==> config.mk <==
export PLATFORM = sky130hd
export DESIGN_NAME = arch_map_table_flat
export DESIGN_NICKNAME = d
export VERILOG_FILES = /design/src/rtl/arch_map_table_pkg.sv /design/src/rtl/arch_map_table_if.sv /design/src/rtl/amt_regfile_4r4w.sv /design/src/rtl/arch_map_table.sv /design/src/flat_wrapper.sv
export SDC_FILE = /design/constraint.sdc
export NUM_CORES = 2
export LEC_CHECK = 0
export CELL_PAD_IN_SITES_DETAIL_PLACEMENT = 0
export CELL_PAD_IN_SITES_GLOBAL_PLACEMENT = 1
export CORE_MARGIN = 2
export CORE_UTILIZATION = 51
export DETAILED_ROUTE_END_ITERATION = 16
export PLACE_DENSITY_LB_ADDON = 0.1
export SYNTH_ARGS = -nofsm -noshare
export SYNTH_HDL_FRONTEND = slang
export SYNTH_SLANG_ARGS = --single-unit
==> constraint.sdc <==
create_clock -name clk -period 4.8 [get_ports clk]
set_clock_uncertainty 0.2 [all_clocks]
set_input_delay 0.96 -clock clk [delete_from_list [all_inputs] [get_ports clk]]
set_output_delay 0.96 -clock clk [all_outputs]
set_load 0.05 [all_outputs]
==> src/rtl/arch_map_table_pkg.sv <==
// Shared widths and types for the retire-side architectural map table.
// Purely declarative: no latency, no flow control.
package arch_map_table_pkg;
  localparam int SIZE_LOGICAL      = 32;
  localparam int SIZE_LOGICAL_LOG  = 5;
  localparam int SIZE_PHYSICAL_LOG = 7;
  localparam int COMMIT_WIDTH      = 4;
  localparam int NUM_GROUPS        = SIZE_LOGICAL / COMMIT_WIDTH;
  localparam int GROUP_W           = SIZE_LOGICAL_LOG - 2;

  typedef logic [SIZE_LOGICAL_LOG-1:0]  log_t;
  typedef logic [SIZE_PHYSICAL_LOG-1:0] phys_t;
  typedef logic [GROUP_W-1:0]           group_t;

  typedef struct packed {
    logic  valid;
    log_t  log_dest;
    phys_t phy_dest;
  } commit_slot_t;
endpackage

==> src/rtl/arch_map_table_if.sv <==
// Retire/free-list/recovery bundle between the retire stage and the AMT.
// Master drives commits and the flush pulse; slave returns freed tags and the walk.
interface arch_map_table_if;
  import arch_map_table_pkg::*;

  commit_slot_t [COMMIT_WIDTH-1:0] commit;
  logic                            recover_flag;
  logic                            commit_ready;
  logic [COMMIT_WIDTH-1:0]         freed_valid;
  phys_t [COMMIT_WIDTH-1:0]        freed_reg;
  logic                            recover_busy;
  logic                            recover_valid;
  group_t                          recover_base;
  phys_t [COMMIT_WIDTH-1:0]        recover_map;

  modport master (
    output commit, recover_flag,
    input  commit_ready, freed_valid, freed_reg, recover_busy, recover_valid,
           recover_base, recover_map
  );

  modport slave (
    input  commit, recover_flag,
    output commit_ready, freed_valid, freed_reg, recover_busy, recover_valid,
           recover_base, recover_map
  );
endinterface

==> src/rtl/amt_regfile_4r4w.sv <==
// Flop array of logical->physical mappings; 4 combinational reads, 4 writes (higher slot wins).
// Reads are same-cycle, writes land on the next edge; no backpressure.
module amt_regfile_4r4w
  import arch_map_table_pkg::*;
(
  input  logic                     clk,
  input  logic                     reset,
  input  log_t  [COMMIT_WIDTH-1:0] raddr,
  output phys_t [COMMIT_WIDTH-1:0] rdata,
  input  logic  [COMMIT_WIDTH-1:0] we,
  input  log_t  [COMMIT_WIDTH-1:0] waddr,
  input  phys_t [COMMIT_WIDTH-1:0] wdata
);
  phys_t mem [SIZE_LOGICAL];

  // Ascending loop order makes the last (highest) slot's write win on a collision.
  always_ff @(posedge clk or negedge reset) begin
    if (!reset) begin
      for (int i = 0; i < SIZE_LOGICAL; i++) mem[i] <= phys_t'(i);
    end else begin
      for (int k = 0; k < COMMIT_WIDTH; k++) begin
        if (we[k]) mem[waddr[k]] <= wdata[k];
      end
    end
  end

  always_comb begin
    for (int k = 0; k < COMMIT_WIDTH; k++) rdata[k] = mem[raddr[k]];
  end
endmodule

==> src/rtl/arch_map_table.sv <==
// Retire-side AMT: records committed mappings, frees displaced tags 1 cycle later, walks table on flush.
// Commits are refused (commit_ready=0) for the 8 walk cycles; freed outputs are never stalled.
module arch_map_table
  import arch_map_table_pkg::*;
(
  input  logic            clk,
  input  logic            reset,
  arch_map_table_if.slave bus
);
  typedef enum logic {IDLE, WALK} state_t;

  state_t                   state, state_nxt;
  group_t                   base, base_nxt;
  logic                     accept;
  log_t  [COMMIT_WIDTH-1:0] raddr;
  phys_t [COMMIT_WIDTH-1:0] rdata;
  logic  [COMMIT_WIDTH-1:0] we;
  log_t  [COMMIT_WIDTH-1:0] waddr;
  phys_t [COMMIT_WIDTH-1:0] wdata;
  phys_t [COMMIT_WIDTH-1:0] old_tag;
  logic  [COMMIT_WIDTH-1:0] freed_valid_q;
  phys_t [COMMIT_WIDTH-1:0] freed_reg_q;

  assign accept = (state == IDLE);

  amt_regfile_4r4w u_regfile (
    .clk   (clk),
    .reset (reset),
    .raddr (raddr),
    .rdata (rdata),
    .we    (we),
    .waddr (waddr),
    .wdata (wdata)
  );

  // Read ports serve commit lookups when idle and the group walk otherwise.
  always_comb begin
    raddr   = '0;
    we      = '0;
    waddr   = '0;
    wdata   = '0;
    old_tag = '0;
    for (int k = 0; k < COMMIT_WIDTH; k++) begin
      waddr[k] = bus.commit[k].log_dest;
      wdata[k] = bus.commit[k].phy_dest;
      we[k]    = accept & bus.commit[k].valid;
      raddr[k] = accept ? bus.commit[k].log_dest : {base, k[1:0]};
    end
    for (int k = 0; k < COMMIT_WIDTH; k++) begin
      old_tag[k] = rdata[k];
      for (int j = 0; j < COMMIT_WIDTH; j++) begin
        if (j < k && bus.commit[j].valid &&
            bus.commit[j].log_dest == bus.commit[k].log_dest)
          old_tag[k] = bus.commit[j].phy_dest;
      end
    end
  end

  always_comb begin
    state_nxt = state;
    base_nxt  = base;
    case (state)
      IDLE: begin
        if (bus.recover_flag) begin
          state_nxt = WALK;
          base_nxt  = '0;
        end
      end
      WALK: begin
        if (bus.recover_flag) begin
          base_nxt = '0;
        end else if (base == group_t'(NUM_GROUPS - 1)) begin
          state_nxt = IDLE;
          base_nxt  = '0;
        end else begin
          base_nxt = base + group_t'(1);
        end
      end
      default: begin
        state_nxt = IDLE;
        base_nxt  = '0;
      end
    endcase
  end

  always_ff @(posedge clk or negedge reset) begin
    if (!reset) begin
      state <= IDLE;
      base  <= '0;
    end else begin
      state <= state_nxt;
      base  <= base_nxt;
    end
  end

  always_ff @(posedge clk or negedge reset) begin
    if (!reset) begin
      freed_valid_q <= '0;
      freed_reg_q   <= '0;
    end else begin
      for (int k = 0; k < COMMIT_WIDTH; k++) begin
        freed_valid_q[k] <= we[k];
        freed_reg_q[k]   <= we[k] ? old_tag[k] : '0;
      end
    end
  end

  always_comb begin
    bus.commit_ready  = accept;
    bus.recover_busy  = !accept;
    bus.recover_valid = !accept;
    bus.recover_base  = accept ? '0 : base;
    bus.freed_valid   = freed_valid_q;
    bus.freed_reg     = freed_reg_q;
    for (int k = 0; k < COMMIT_WIDTH; k++) bus.recover_map[k] = accept ? '0 : rdata[k];
  end
endmodule

==> src/flat_wrapper.sv <==
// flat-port wrapper written by rule: the top's interface ports become plain ports
module arch_map_table_flat import arch_map_table_pkg::*;
  (clk, reset, bus_commit, bus_recover_flag, bus_commit_ready, bus_freed_valid, bus_freed_reg, bus_recover_busy, bus_recover_valid, bus_recover_base, bus_recover_map);
  arch_map_table_if bus_i ();
  input  logic clk;
  input  logic reset;
  input wire logic [$bits(bus_i.commit)-1:0] bus_commit;
  input wire logic [$bits(bus_i.recover_flag)-1:0] bus_recover_flag;
  output wire logic [$bits(bus_i.commit_ready)-1:0] bus_commit_ready;
  output wire logic [$bits(bus_i.freed_valid)-1:0] bus_freed_valid;
  output wire logic [$bits(bus_i.freed_reg)-1:0] bus_freed_reg;
  output wire logic [$bits(bus_i.recover_busy)-1:0] bus_recover_busy;
  output wire logic [$bits(bus_i.recover_valid)-1:0] bus_recover_valid;
  output wire logic [$bits(bus_i.recover_base)-1:0] bus_recover_base;
  output wire logic [$bits(bus_i.recover_map)-1:0] bus_recover_map;
  assign bus_i.commit = bus_commit;
  assign bus_i.recover_flag = bus_recover_flag;
  assign bus_commit_ready = bus_i.commit_ready;
  assign bus_freed_valid = bus_i.freed_valid;
  assign bus_freed_reg = bus_i.freed_reg;
  assign bus_recover_busy = bus_i.recover_busy;
  assign bus_recover_valid = bus_i.recover_valid;
  assign bus_recover_base = bus_i.recover_base;
  assign bus_recover_map = bus_i.recover_map;
  arch_map_table u_core (.clk(clk), .reset(reset), .bus(bus_i));
endmodule
==> results.txt <==
Setup TNS = -0.2321 ns
Clk sinks = 260
Startpoint Class = flip-flop
Initial Util = 51.34%
Initial DRC count = 5,910
Largest net degree at the start of global routing = 80
Top sig layer = met5
Post-Syn Nets = 3,356
Root Driver = clkbuf_16
WS Path Type = flip-flop to output pin
Max reg flops = 224
Time the worst path needs with I/O delays and setup = 4.874 ns
Worst reg2reg setup slack = 0.95 ns
Residual DRC count = 0
Clock transition at the registers of the reported paths = 0.06 ns
Combinational power share = 29.6%
Top Ports = 121
Clock power share = 36.0%
Number of port buffers = 120
LEAKAGE = 13.46 nW
Worst slack, placed = -0.2945 ns
Routed WL per cell = 40.61 um
VDD IR-drop max = 0.3159 mV
Yosys warns = 0
Largest area contributor in the netlist = dfrtp_1
Worst setup EP type = output pin
Primary FF master, synth = dfrtp_1
Vias in the first global route = 30,310
Gr usage total = 58.48%
Row Count = 85
Top cells by area, synth = dfrtp_1 (16%), mux2i_1 (15%), mux4_2 (9.6%)
Sw frac = 37.83%
Chip width = 236.3 um
Failing checks = negative setup slack
DIE HEIGHT = 236.3 um
First-pass DRT Iterations = 7
Part of the power in registers = 34.5%
Hold Violations, Final = 0
Fillcell total = 4,752
Synthesized cell area = 27,520 um^2
Max_cap viols = 0
Crit path DAT = 3.71 ns
RSZ-0062 raised after global routing = no
Met1 WL = 56.69 mm
Relative slew margins = 7.028%
Met2 WL post-DR = 62.45 mm
FF/Latch Area = 6614 um^2
Number of flops mapped to enable cells by yosys = 0
GP Congestion = 1.162
Pwr dens = 236.0 nW/um^2
Syn_area_per_cell = 8.342 um^2
Total power = 7.511 mW
Cell count after placement = 4,066
CORE AREA = 53,600 um^2
Netlist cell types = 100
Worst reg-to-reg path cell count = 12
H-tree depth = 1
Utilization after layout = 59.38%
Yosys reg bits = 260
Final nets = 3,464
Layout cells sized above 1 = 23.31%
Sequential area share after synthesis = 24.01%
Remaining antenna violation count = 0
Cell Int Power = 4.670 mW
First-pass GRT wire length = 231.8 mm
Area Overhead vs Synth = 15.65%
Die area = 55,840 um^2
Clock buffer count from CTS = 31
Maximum root-to-sink buffer count = 3
Max Slew Vio Count = 0
Total grt overflow = 0
TritonCTS clock tree = built
Avg Vias per Cell = 7.898
Area taken by multi-input logic gates = 19,110 um^2
Reg2reg start = u_core.bus.recover_busy
Final non-filler cell total = 4,147
Worst r2r dst = u_core.u_regfile.mem[17]
Mapped Cells = 3,299
WL final = 168.4 mm
Commonest cells after routing, fill and taps aside = mux2i_1 (424), nand2_1 (372), nor2_1 (332)
Initial antenna violation count = 14
Worst Setup Slack, final = -0.07390 ns
Run status = complete, but fails checks
Async set-reset flop share out of synthesis = 100.0%
CP required = 3.64 ns
# setup viols final = 5
Final period utilization = 101.5%
Worst Hold Class = primary input to asynchronous set/reset pin
Share of the synthesized area in the top cell type = 16.37%
Commonest non-fill, non-tap cell in the layout = mux2i_1
Clock latency on the worst-skew pair = 0.65 ns
Crit-path max FO = 10
Via count = 32,750
Detailed Place HPWL = 120.1 mm
Met3 wire length = 33.72 mm
Worst-Margin Slew = 1.395 ns
Net switching power = 2.842 mW
Fmax = 205.2 MHz
cells by family (layout without fill, tap and decap cells):
| family | Yosys count | in the layout | synth area share, % |
|---|---|---|---|
| adder cells (fa/ha/maj) | 2 | 2 | 0.09092 |
| other | 0 | 19 | 0 |
| flip-flops | 260 | 260 | 24.01 |
| XOR/XNOR | 30 | 30 | 0.9548 |
| AO/OA/AOI/OAI | 1018 | 1018 | 23.31 |
| multiplexers | 625 | 625 | 28.51 |
| buffers and inverters | 391 | 524 | 6.688 |
| AND/OR/NAND/NOR | 973 | 973 | 16.45 |
cell type report:
class / count / share of cell area [%]
diodes: 19 / 0.1494
multi-input cells: 2648 / 60.05
well taps: 696 / 2.736
clock buffers: 40 / 2.795
repair buffers: 439 / 12.40
clock inverters: 18 / 0.7705
inverters: 27 / 0.3224
flip-flops and latches: 260 / 20.78
worst max path at each step:
| stage | end | start | cells past startpoint | slack [ns] |
|---|---|---|---|---|
| finish | bus_recover_map[16] | u_core.bus.recover_busy | 10 | -0.07 |
| CTS | bus_recover_map[4] | u_core.bus.recover_busy | 9 | 0.02 |
| floorplan | bus_recover_map[26] | bus_commit[46] | 8 | 0.19 |
| detailed placement | bus_recover_map[4] | bus_commit[8] | 8 | -0.29 |
| global route | bus_recover_map[21] | bus_commit[48] | 10 | 0.0005 |
| global placement | bus_recover_map[4] | bus_commit[8] | 8 | -0.28 |
what timing repair did:
action | 4_1_cts | 5_1_grt
setup buffers | 1 | 3
gates resized for setup | 2 | 7
hold buffers | 0 | 0
endpoints found under the setup margin | 8 | 10
worst max-delay path, stage by stage (launching register included):
cell and delay, ns:
dfrtp_4 0.53, buf_16 0.18, nand2_1 0.16, inv_1 0.18, a31oi_1 0.18, buf_4 0.14
a211oi_1 0.05, nor4_1 0.75, mux2i_1 0.36, nor2_1 0.33, buf_12 0.18
through the flow:
step	hold slack [ns]	instance area, um^2
final	0.05530	31830
after global routing	0.1181	31780
after CTS	0.09657	31700
after detailed placement	0.5505	30530
after global placement	0.5456	30530
after floorplan	0.3937	27520
power groups by stage:
| stage | Sequential (mW) | Combinational [mW] | Clock (mW) |
|---|---|---|---|
| after floorplan | 2.42 | 1.12 | 0 |
| after global placement | 2.58 | 2.05 | 0 |
| after detailed placement | 2.58 | 2.07 | 0 |
| after CTS | 2.54 | 2.08 | 2.68 |
| after global routing | 2.56 | 2.22 | 2.77 |
| final | 2.59 | 2.22 | 2.70 |
Yosys cell counts, types with 27 or more instances:
| master | count |
|---|---|
| o21ai_0 | 137 |
| nand3_1 | 50 |
| buf_1 | 30 |
| mux4_2 | 117 |
| mux2i_1 | 426 |
| dfstp_2 | 80 |
| nand2_1 | 372 |
| buf_4 | 27 |
| o211ai_1 | 33 |
| clkbuf_1 | 175 |
| buf_2 | 112 |
| a21oi_1 | 309 |
| o221ai_1 | 36 |
| mux2_2 | 76 |
| o21ai_1 | 144 |
| a221oi_1 | 27 |
| a211oi_1 | 142 |
| nor3_1 | 30 |
| nor2_1 | 332 |
| dfrtp_1 | 180 |
per-layer routing:
metal,GRT usage [%],vias to the layer above
met3,35.51,1056
met5,1.558,-
met4,41.41,8
met2,75.38,3722
met1,70.55,15430
li1,-,12530
No activity file was read; power rests on OpenSTA's default activity.
